===== src/rtl/sm4_word_packer.sv =====
// sm4_word_packer: packs host words into 128-bit key/content groups and hands {content, key, mode} to the SM4 encryptor
//
// Ports:
//   clk_i, reset_i (async, active-low)
//   data_i / is_key_i / mode_i / v_i / ready_o : host word stream in; is_key_i selects the key or content path
//   content_o / key_o / encode_or_decode_o / v_o / ready_i : assembled group out with its bound key and mode
//   key_valid_o : an active key has been loaded
// Optional feature: define SM4_WORD_PACKER_SKID_EN to turn the output register into a 2-entry FIFO.
module sm4_word_packer #(
  parameter int group_size_p = 128,
  parameter int word_width_p = 32
) (
  input  logic                    clk_i,
  input  logic                    reset_i,
  input  logic [word_width_p-1:0] data_i,
  input  logic                    is_key_i,
  input  logic                    mode_i,
  input  logic                    v_i,
  output logic                    ready_o,
  output logic [group_size_p-1:0] content_o,
  output logic [group_size_p-1:0] key_o,
  output logic                    encode_or_decode_o,
  output logic                    v_o,
  input  logic                    ready_i,
  output logic                    key_valid_o
);
  localparam int words_p = group_size_p / word_width_p;
  localparam int cw_p = words_p > 1 ? $clog2(words_p) : 1;
  localparam logic [cw_p-1:0] last_p = cw_p'(words_p - 1);
  localparam logic [cw_p-1:0] one_p = cw_p'(1);
  localparam int ew_p = 2 * group_size_p + 1;
  typedef enum logic [1:0] {EMPTY, FULL, BOTH} state_e;
  state_e state_q, state_n;
  logic [cw_p-1:0] key_cnt, txt_cnt;
  logic [group_size_p-1:0] key_stage, txt_stage, key_act, key_next, txt_next;
  logic [ew_p-1:0] head_q, entry;
  logic key_acc, txt_acc, push, pop, can_take, last;
`ifdef SM4_WORD_PACKER_SKID_EN
  logic [ew_p-1:0] tail_q;
  assign can_take = state_q != BOTH || ready_i;
`else
  assign can_take = state_q == EMPTY || ready_i;
`endif
  // Shifting left keeps the first word of a group in the top bits.
  assign key_next = group_size_p'({key_stage, data_i});
  assign txt_next = group_size_p'({txt_stage, data_i});
  assign last = txt_cnt == last_p;
  assign ready_o = is_key_i || (key_valid_o && (!last || can_take));
  assign key_acc = v_i && is_key_i;
  assign txt_acc = v_i && !is_key_i && ready_o;
  assign push = txt_acc && last;
  assign pop = v_o && ready_i;
  assign v_o = state_q != EMPTY;
  assign entry = {txt_next, key_act, mode_i};
  assign {content_o, key_o, encode_or_decode_o} = head_q;
  // BOTH is only reachable with the skid FIFO; the single register blocks a push while held and not draining.
  always_comb begin
    state_n = state_q;
    state_n = state_q == EMPTY ? (push ? FULL : EMPTY)
            : state_q == FULL  ? (push && !pop ? BOTH : (!push && pop ? EMPTY : FULL))
            : (pop && !push ? FULL : BOTH);
  end
  always_ff @(posedge clk_i or negedge reset_i) begin
    if (!reset_i) begin
      state_q <= EMPTY;
      key_cnt <= '0;
      txt_cnt <= '0;
      key_stage <= '0;
      txt_stage <= '0;
      key_act <= '0;
      key_valid_o <= 1'b0;
      head_q <= '0;
`ifdef SM4_WORD_PACKER_SKID_EN
      tail_q <= '0;
`endif
    end else begin
      state_q <= state_n;
      if (key_acc) begin
        key_stage <= key_next;
        key_cnt <= key_cnt == last_p ? '0 : key_cnt + one_p;
        if (key_cnt == last_p) begin
          key_act <= key_next;
          key_valid_o <= 1'b1;
        end
      end
      if (txt_acc) begin
        txt_stage <= txt_next;
        txt_cnt <= last ? '0 : txt_cnt + one_p;
      end
      if (push && (state_q == EMPTY || (state_q == FULL && pop))) head_q <= entry;
`ifdef SM4_WORD_PACKER_SKID_EN
      else if (pop && state_q == BOTH) head_q <= tail_q;
      if (push && state_q != EMPTY && !(state_q == FULL && pop)) tail_q <= entry;
`endif
    end
  end
endmodule


===== config.mk =====
export PLATFORM = sky130hd
export DESIGN_NAME = sm4_word_packer
export DESIGN_NICKNAME = d
export VERILOG_FILES = /design/src/rtl/sm4_word_packer.sv
export SDC_FILE = /design/constraint.sdc
export NUM_CORES = 1
export LEC_CHECK = 0
export CELL_PAD_IN_SITES_DETAIL_PLACEMENT = 0
export CELL_PAD_IN_SITES_GLOBAL_PLACEMENT = 1
export CORE_MARGIN = 3
export CORE_UTILIZATION = 42
export CTS_CLUSTER_DIAMETER = 80
export DETAILED_ROUTE_END_ITERATION = 6
export PLACE_DENSITY = 0.79
export SYNTH_ARGS = -nofsm -noshare
export SYNTH_HDL_FRONTEND = slang
export SYNTH_SLANG_ARGS = --single-unit

===== constraint.sdc =====
create_clock -name clk_i -period 1.9 [get_ports clk_i]
set_input_delay 0.57 -clock clk_i [delete_from_list [all_inputs] [get_ports clk_i]]
set_output_delay 0.57 -clock clk_i [all_outputs]
set_load 0.05 [all_outputs]

==> results of run 1 <==
## registers in the layout, indices dropped and copies added, names as in the netlist
| register | flops |
|---|---|
| key_valid_o | 1 |
| txt_cnt | 2 |
| key_act | 128 |
| key_cnt | 2 |
| txt_stage | 96 |
| key_stage | 96 |
| state_q | 2 |
| head_q | 257 |
## where the power goes
part           switching [W]  leakage (nW)  internal (W)
logic                 0.0122          5.84       0.00996
registers            0.00365          7.27        0.0177
clock network        0.00465         0.936       0.00671
## Yosys cell counts
cell type / instances / area [µm²]
buf_1: 3 / 11.26
inv_1: 4 / 15.01
mux2_1: 230 / 2590
a21o_1: 2 / 15.01
or3_1: 1 / 6.260
clkbuf_1: 8 / 30.03
nor3_4: 1 / 16.27
nor2_1: 2 / 7.510
nand3_1: 2 / 10.01
buf_2: 22 / 110.1
nor2b_1: 4 / 25.02
nand2_1: 1 / 3.750
buf_4: 3 / 22.52
ha_1: 4 / 50.05
a21oi_1: 1 / 5.000
o21a_1: 1 / 7.510
mux2_2: 350 / 3941
o21ai_0: 2 / 10.01
buf_6: 24 / 270.3
nand4b_2: 1 / 15.01
nor3_1: 1 / 5.000
dfrtp_1: 584 / 14610
buf_8: 2 / 30.03
nand2b_1: 2 / 12.51
o311ai_4: 1 / 26.28
## final timing paths
path                                              start                        end  slack [ps]  depth (start not counted)
min in group clk_i              head_q[169]$_DFFE_PN0P_    head_q[169]$_DFFE_PN0P_         500                          1
worst min-delay path                            reset_i    head_q[189]$_DFFE_PN0P_         430                          2
max in group asynchronous                       reset_i  key_stage[52]$_DFFE_PN0P_         680                          4
worst max-delay path             txt_cnt[1]$_DFFE_PN0N_                    ready_o        -550                          5
worst min register to register  head_q[169]$_DFFE_PN0P_    head_q[169]$_DFFE_PN0P_         500                          1
worst max register to register   txt_cnt[1]$_DFFE_PN0N_     head_q[37]$_DFFE_PN0P_        -290                         11
## area by class of cell
type	count	area share
clock inverter	12	0.006125
clock buffer	88	0.05744
timing repair buffer	439	0.1583
multi-input combinational	606	0.2592
sequential	584	0.4901
antenna	2	0.0001678
inverter	4	0.0005035
tap	672	0.02819
## stage by stage
step	util	hold WS, ps	instance area [µm²]	TNS, ps
after floorplan	-	274.4	21850	0
after global placement	0.5088	467.3	25840	-235950
after detailed placement	0.5088	466.0	25840	-251320
after CTS	0.5628	417.8	28580	-48360
after global routing	0.5871	426.4	29820	-67420
final	0.5872	432.2	29820	-48700
## kinds of logic (layout without fill, tap and decap cells)
family | Yosys count | count (layout) | share of synthesized area
compound gates | 7 | 7 | 0.002920
fa+ha+maj | 4 | 4 | 0.002291
buf+inv | 66 | 543 | 0.02239
flops | 584 | 584 | 0.6688
mux | 580 | 580 | 0.2989
other cells | 0 | 2 | 0
simple gates | 15 | 15 | 0.004638
## routing by layer
layer	wire, µm	vias up	GRT usage
li1	-	5368	-
met1	23810	6495	0.2490
met2	25580	243	0.2988
met3	2892	69	0.04507
met4	961	0	0.04839
met5	0	-	0
## layout by cell type, fill, tap and decap left out, types with 2 or more instances in the layout
cell type | synthesis | final
dfrtp_1 | 584 | 583
mux2_2 | 350 | 326
buf_4 | 3 | 301
mux2_4 | 0 | 248
clkbuf_16 | 0 | 66
buf_12 | 0 | 61
clkdlybuf4s50_1 | 0 | 36
clkbuf_8 | 0 | 17
buf_16 | 0 | 16
clkbuf_1 | 8 | 14
buf_8 | 2 | 9
mux2_1 | 230 | 6
buf_6 | 24 | 6
clkinv_2 | 0 | 5
nor2b_1 | 4 | 4
bufinv_16 | 0 | 4
inv_1 | 4 | 3
ha_1 | 4 | 3
diode_2 | 0 | 2
nand2b_1 | 2 | 2
o21ai_0 | 2 | 2
a21o_1 | 2 | 2
inv_6 | 0 | 2
## repair_timing
item | 4_1_cts | 5_1_grt
gates cloned | 18 | 10
hold endpoints to repair | 20 | 0
hold buffers | 1 | 0
buffers inserted | 14 | 18
gates resized for setup | 54 | 276
pin swaps | 4 | 1
setup endpoints to repair | 247 | 342
==> run summary, run 1 <==
Outcome -> complete, but fails checks
Failing checks -> setup timing
GR Overflow Total -> 0
Worst skew pair latency -> 600 ps
CP max stage delay -> 390 ps
DRT Wirelength -> 53.25 mm
Syn_nets -> 1298
CP cell instances -> ha_4, inv_2, or3_4, a21o_1, buf_6
Router iterations before antenna repair -> 4
Dpl hpwl -> 34.05 mm
Crit Path Category -> reg2out
Clk slew on worst S/H paths -> 60 ps
Top delay family on crit path -> flip-flops
Mapped Cells -> 1256
Mean post-synth cell area -> 17.40 µm²
# port buffers -> 297
Vias -> 12.18k
Gr usage total -> 0.1839
Worst EP arrival -> 1880 ps
Rows -> 82
Die H -> 234.1 µm
P&R area growth vs syn -> 36.49%
Die width -> 234.1 µm
Sequential-to-total area share from yosys stat -> 0.6688
Static Leak -> 14.04 nW
Remaining DRCs -> 0
Endpoints failing hold -> 0
Setup Viol. Count Final -> 259
Tot Pwr -> 0.05485 W
# placed instances -> 2256
Worst setup EP type -> output port
Hold Path Class -> in2async
Root Driver -> clkbuf_16
Register area -> 0.01462 mm²
Core area -> 0.05079 mm²
Die area -> 0.05480 mm²
DP Worst Slack -> -623.0 ps
Largest net degree at the start of global routing -> 63
Slowest CP cell -> dfrtp_1
Starting Density -> 0.4302
Fillers -> 3793
CTS tree -> built
Nets -> 1734
Max-slew violations -> 0
Area of the multi-input gates -> 0.007731 mm²
Critical Path RT -> 1330 ps
RSZ-0062 raised after global routing -> yes
Post-route ant nets -> 0
Final GP Congestion -> 0.7651
Initial DRC Count -> 465
Max_cap viols -> 0
Vias in the first global route -> 12.93k
Worst path bufs/invs -> 2
Non-filler cells, final -> 2407
Initial antenna violation count -> 1
Startpoint Class -> flop
Power per cell area -> 1839 mW/mm²
First-pass GRT wire length -> 77.48 mm
Layout Skew -> 8.699 ps
Yosys warns -> 0
Relative slew slack -> 0.7007
Worst setup margin -> -549.1 ps
Peak VDD IR -> 1459 µV
Vias per inst -> 5.058
I/O pins -> 298
H-tree levels -> 2
Yosys reg bits -> 584
Tmin final -> 2449 ps
Syn Std Cell Area -> 0.02185 mm²
Worst Tran Pin Value -> 447.5 ps
Clock Path Buffers -> 3
Worst-path fanout max -> 3
Unique masters post-synth -> 25
Layout cell share with drive strength beyond 1 -> 0.6186
WL per Instance -> 22.12 µm
Total CTS buffers -> 57
Clk sinks -> 584
Period utilisation layout -> 1.289
Fmax achieved -> 0.4083 GHz
Note: power is estimated with default switching activity, not from simulation.
==> run 2: changes to the inputs <==
--- a/config.mk
+++ b/config.mk
@@ -12,6 +12,7 @@
 export CTS_CLUSTER_DIAMETER = 80
 export DETAILED_ROUTE_END_ITERATION = 6
 export PLACE_DENSITY = 0.79
+export SLEW_MARGIN = 20
 export SYNTH_ARGS = -nofsm -noshare
 export SYNTH_HDL_FRONTEND = slang
 export SYNTH_SLANG_ARGS = --single-unit
==> results of run 2 <==
No change in the layout: final DEF, timing and power equal those of run 1.
==> run 3: changes to the inputs <==
--- a/config.mk
+++ b/config.mk
@@ -8,10 +8,11 @@
 export CELL_PAD_IN_SITES_DETAIL_PLACEMENT = 0
 export CELL_PAD_IN_SITES_GLOBAL_PLACEMENT = 1
 export CORE_MARGIN = 3
-export CORE_UTILIZATION = 42
+export CORE_UTILIZATION = 48
 export CTS_CLUSTER_DIAMETER = 80
 export DETAILED_ROUTE_END_ITERATION = 6
-export PLACE_DENSITY = 0.79
+export DONT_BUFFER_PORTS = 1
+export PLACE_DENSITY = 0.76
 export SLEW_MARGIN = 20
 export SYNTH_ARGS = -nofsm -noshare
 export SYNTH_HDL_FRONTEND = slang
==> run 3 against run 2 <==
  * The run ends with hold timing, slew limit, setup timing left
  * Count of clock-buffer cells in the layout down 4
  * Sequential share of layout area rose by 4.5 points
  * Maximum frequency shrank 1.9%
  * Critical path type unchanged
  * Total power decreased by 6.4%
  * Clock power about the same
  * Sequential cell count unchanged
  * Critical endpoint unchanged
  * Routed wire length shrank 4.8%
  * Global-route usage up 1.8 points
  * First-iteration DRC count is 30% higher
==> run summary, run 3 (synthesized netlist as in run 1, its figures left out) <==
Non-filler cells, final -> 2017
Initial DRC Count -> 604
Fillers -> 3189
Worst skew pair latency -> 600 ps
Worst r2r path cells -> 10
WL per Instance -> 25.14 µm
Sequential Power Share -> 0.578
Tot Pwr -> 0.05131 W
Dpl hpwl -> 29.36 mm
Regs by FF count -> head_q (257), key_act (128)
Root Driver -> clkbuf_16
Clk slew on worst S/H paths -> 60 ps
Switching power -> 0.01967 W
I/O pins -> 298
FF-to-FF setup slack -> -240 ps
Vias -> 10.98k
Total CTS buffers -> 58
Area post-placement -> 0.02281 mm²
Post-route ant nets -> 0
Final GP Congestion -> 0.7345
Static Leak -> 12.77 nW
Combinational share of power -> 0.195
Power per cell area -> 1874 mW/mm²
Initial antenna violation count -> 5
Tmin final -> 2495 ps
P&R area growth vs syn -> 25.34%
Max_cap viols -> 0
Vias in the first global route -> 11.61k
Clk pwr share -> 0.228
# placed instances -> 1835
Max-slew violations -> 250
DRT Wirelength -> 50.70 mm
Vias per inst -> 5.443
Nets -> 1423
Core area -> 0.04461 mm²
Worst Hold Slack -> -314.8 ps
Reg with most FFs -> head_q
Commonest non-fill, non-tap cell in the layout -> dfrtp_1
Remaining DRCs -> 0
Layout Skew -> 23.36 ps
First-pass GRT wire length -> 73.51 mm
Critical Path RT -> 1330 ps
Router iterations before antenna repair -> 4
Die width -> 219.4 µm
Max reg flops -> 257
Hold Path Class -> in2async
Reg-to-reg endpoint -> head_q[196]$_DFFE_PN0P_
Failing checks -> hold timing, slew limit, setup timing
GR Overflow Total -> 0
Startpoint Class -> flop
Crit Path Category -> reg2out
Endpoints failing hold -> 310
# port buffers -> 0
Relative slew slack -> -0.2045
Register area -> 0.01465 mm²
Int Power -> 0.03164 W
Starting Density -> 0.4898
Clock Path Buffers -> 3
Worst setup EP type -> output port
Worst Tran Pin Value -> 1807 ps
Most frequent cells in the layout -> dfrtp_1 (556), mux2_2 (266), mux2_4 (250)
Die area -> 0.04812 mm²
Sw Share -> 0.3834
Fmax achieved -> 0.4007 GHz
Worst-path fanout max -> 3
Worst EP arrival -> 1930 ps
Worst reg2reg startpoint -> txt_cnt[0]$_DFFE_PN0N_
DP Worst Slack -> -200.2 ps
Finished Cell Area -> 0.02739 mm²
Die H -> 219.4 µm
CTS tree -> built
Period utilisation layout -> 1.313
Largest net degree at the start of global routing -> 585
Gr usage total -> 0.2016
Setup Viol. Count Final -> 334
Final core occ -> 0.6140
Peak VDD IR -> 1318 µV
Outcome -> complete, but fails checks
Area of the multi-input gates -> 0.007734 mm²
RSZ-0062 raised after global routing -> yes
Worst setup margin -> -595.5 ps
H-tree levels -> 2
Clk sinks -> 584
Layout cell share with drive strength beyond 1 -> 0.5449
Rows -> 77
-- run 3: cell count changes in the layout (fill, tap and decap cells not counted), moves of 22 or more --
cell,delta
buf_4,-286
clkdlybuf4s50_1,-36
buf_6,+22
mux2_2,-60
buf_12,-27
mux2_1,+58
dfrtp_2,+27
dfrtp_1,-27
-- run 3: worst max path at each step --
stage	slack, ps	endpoint	cells past startpoint	start
finish	-600	ready_o	5	txt_cnt[0]$_DFFE_PN0N_
global route	-670	ready_o	5	txt_cnt[0]$_DFFE_PN0N_
CTS	-660	ready_o	5	txt_cnt[1]$_DFFE_PN0N_
detailed placement	-200	head_q[63]$_DFFE_PN0P_	5	is_key_i
global placement	-160	head_q[2]$_DFFE_PN0P_	5	is_key_i
floorplan	1	ready_o	4	txt_cnt[0]$_DFFE_PN0N_
-- run 3: worst max-delay path, cell delays in order (launching register included) --
cell	delay (ps)
dfrtp_1	400
ha_4	160
inv_2	30
or3_4	360
a21o_1	200
buf_12	160
-- run 3: timing repair --
item,CTS,global route
gates cloned,23,18
buffers inserted,38,11
pin swaps,7,5
gates resized for setup,174,213
setup endpoints to repair,362,375
endpoints found under the hold margin,584,584
-- run 3: layout make-up --
| cell class | count | area share |
|---|---|---|
| multi-input combinational | 606 | 0.2824 |
| clock inverter | 19 | 0.008406 |
| inverter | 4 | 0.0006853 |
| sequential | 584 | 0.5349 |
| timing repair buffer | 127 | 0.08296 |
| clock buffer | 84 | 0.06355 |
| tap | 592 | 0.02705 |
| antenna | 1 | 0.00009137 |
-- run 3: stage by stage --
step	hold slack (ps)	TNS [ps]
floorplan	274.4	0
global placement	303.6	-29310
detailed placement	301.6	-39310
CTS	-345.7	-52970
global route	-352.7	-73060
finish	-314.8	-44390
-- run 3: power groups by stage --
stage	Combinational (W)	Clock, W	Sequential (W)
6_report	0.00999	0.0117	0.0296
5_1_grt	0.0107	0.0126	0.0303
4_1_cts	0.00848	0.0119	0.0295
3_5_place_dp	0.00660	0	0.0296
3_3_place_gp	0.00624	0	0.0294
2_1_floorplan	0.00556	0	0.0277
-- run 3: metal layers --
metal	vias up	GRT usage	part of all wire
li1	4725	-	-
met1	5894	0.2613	0.41
met2	292	0.3182	0.48
met3	68	0.07311	0.090
met4	0	0.06373	0.024
met5	-	0	0
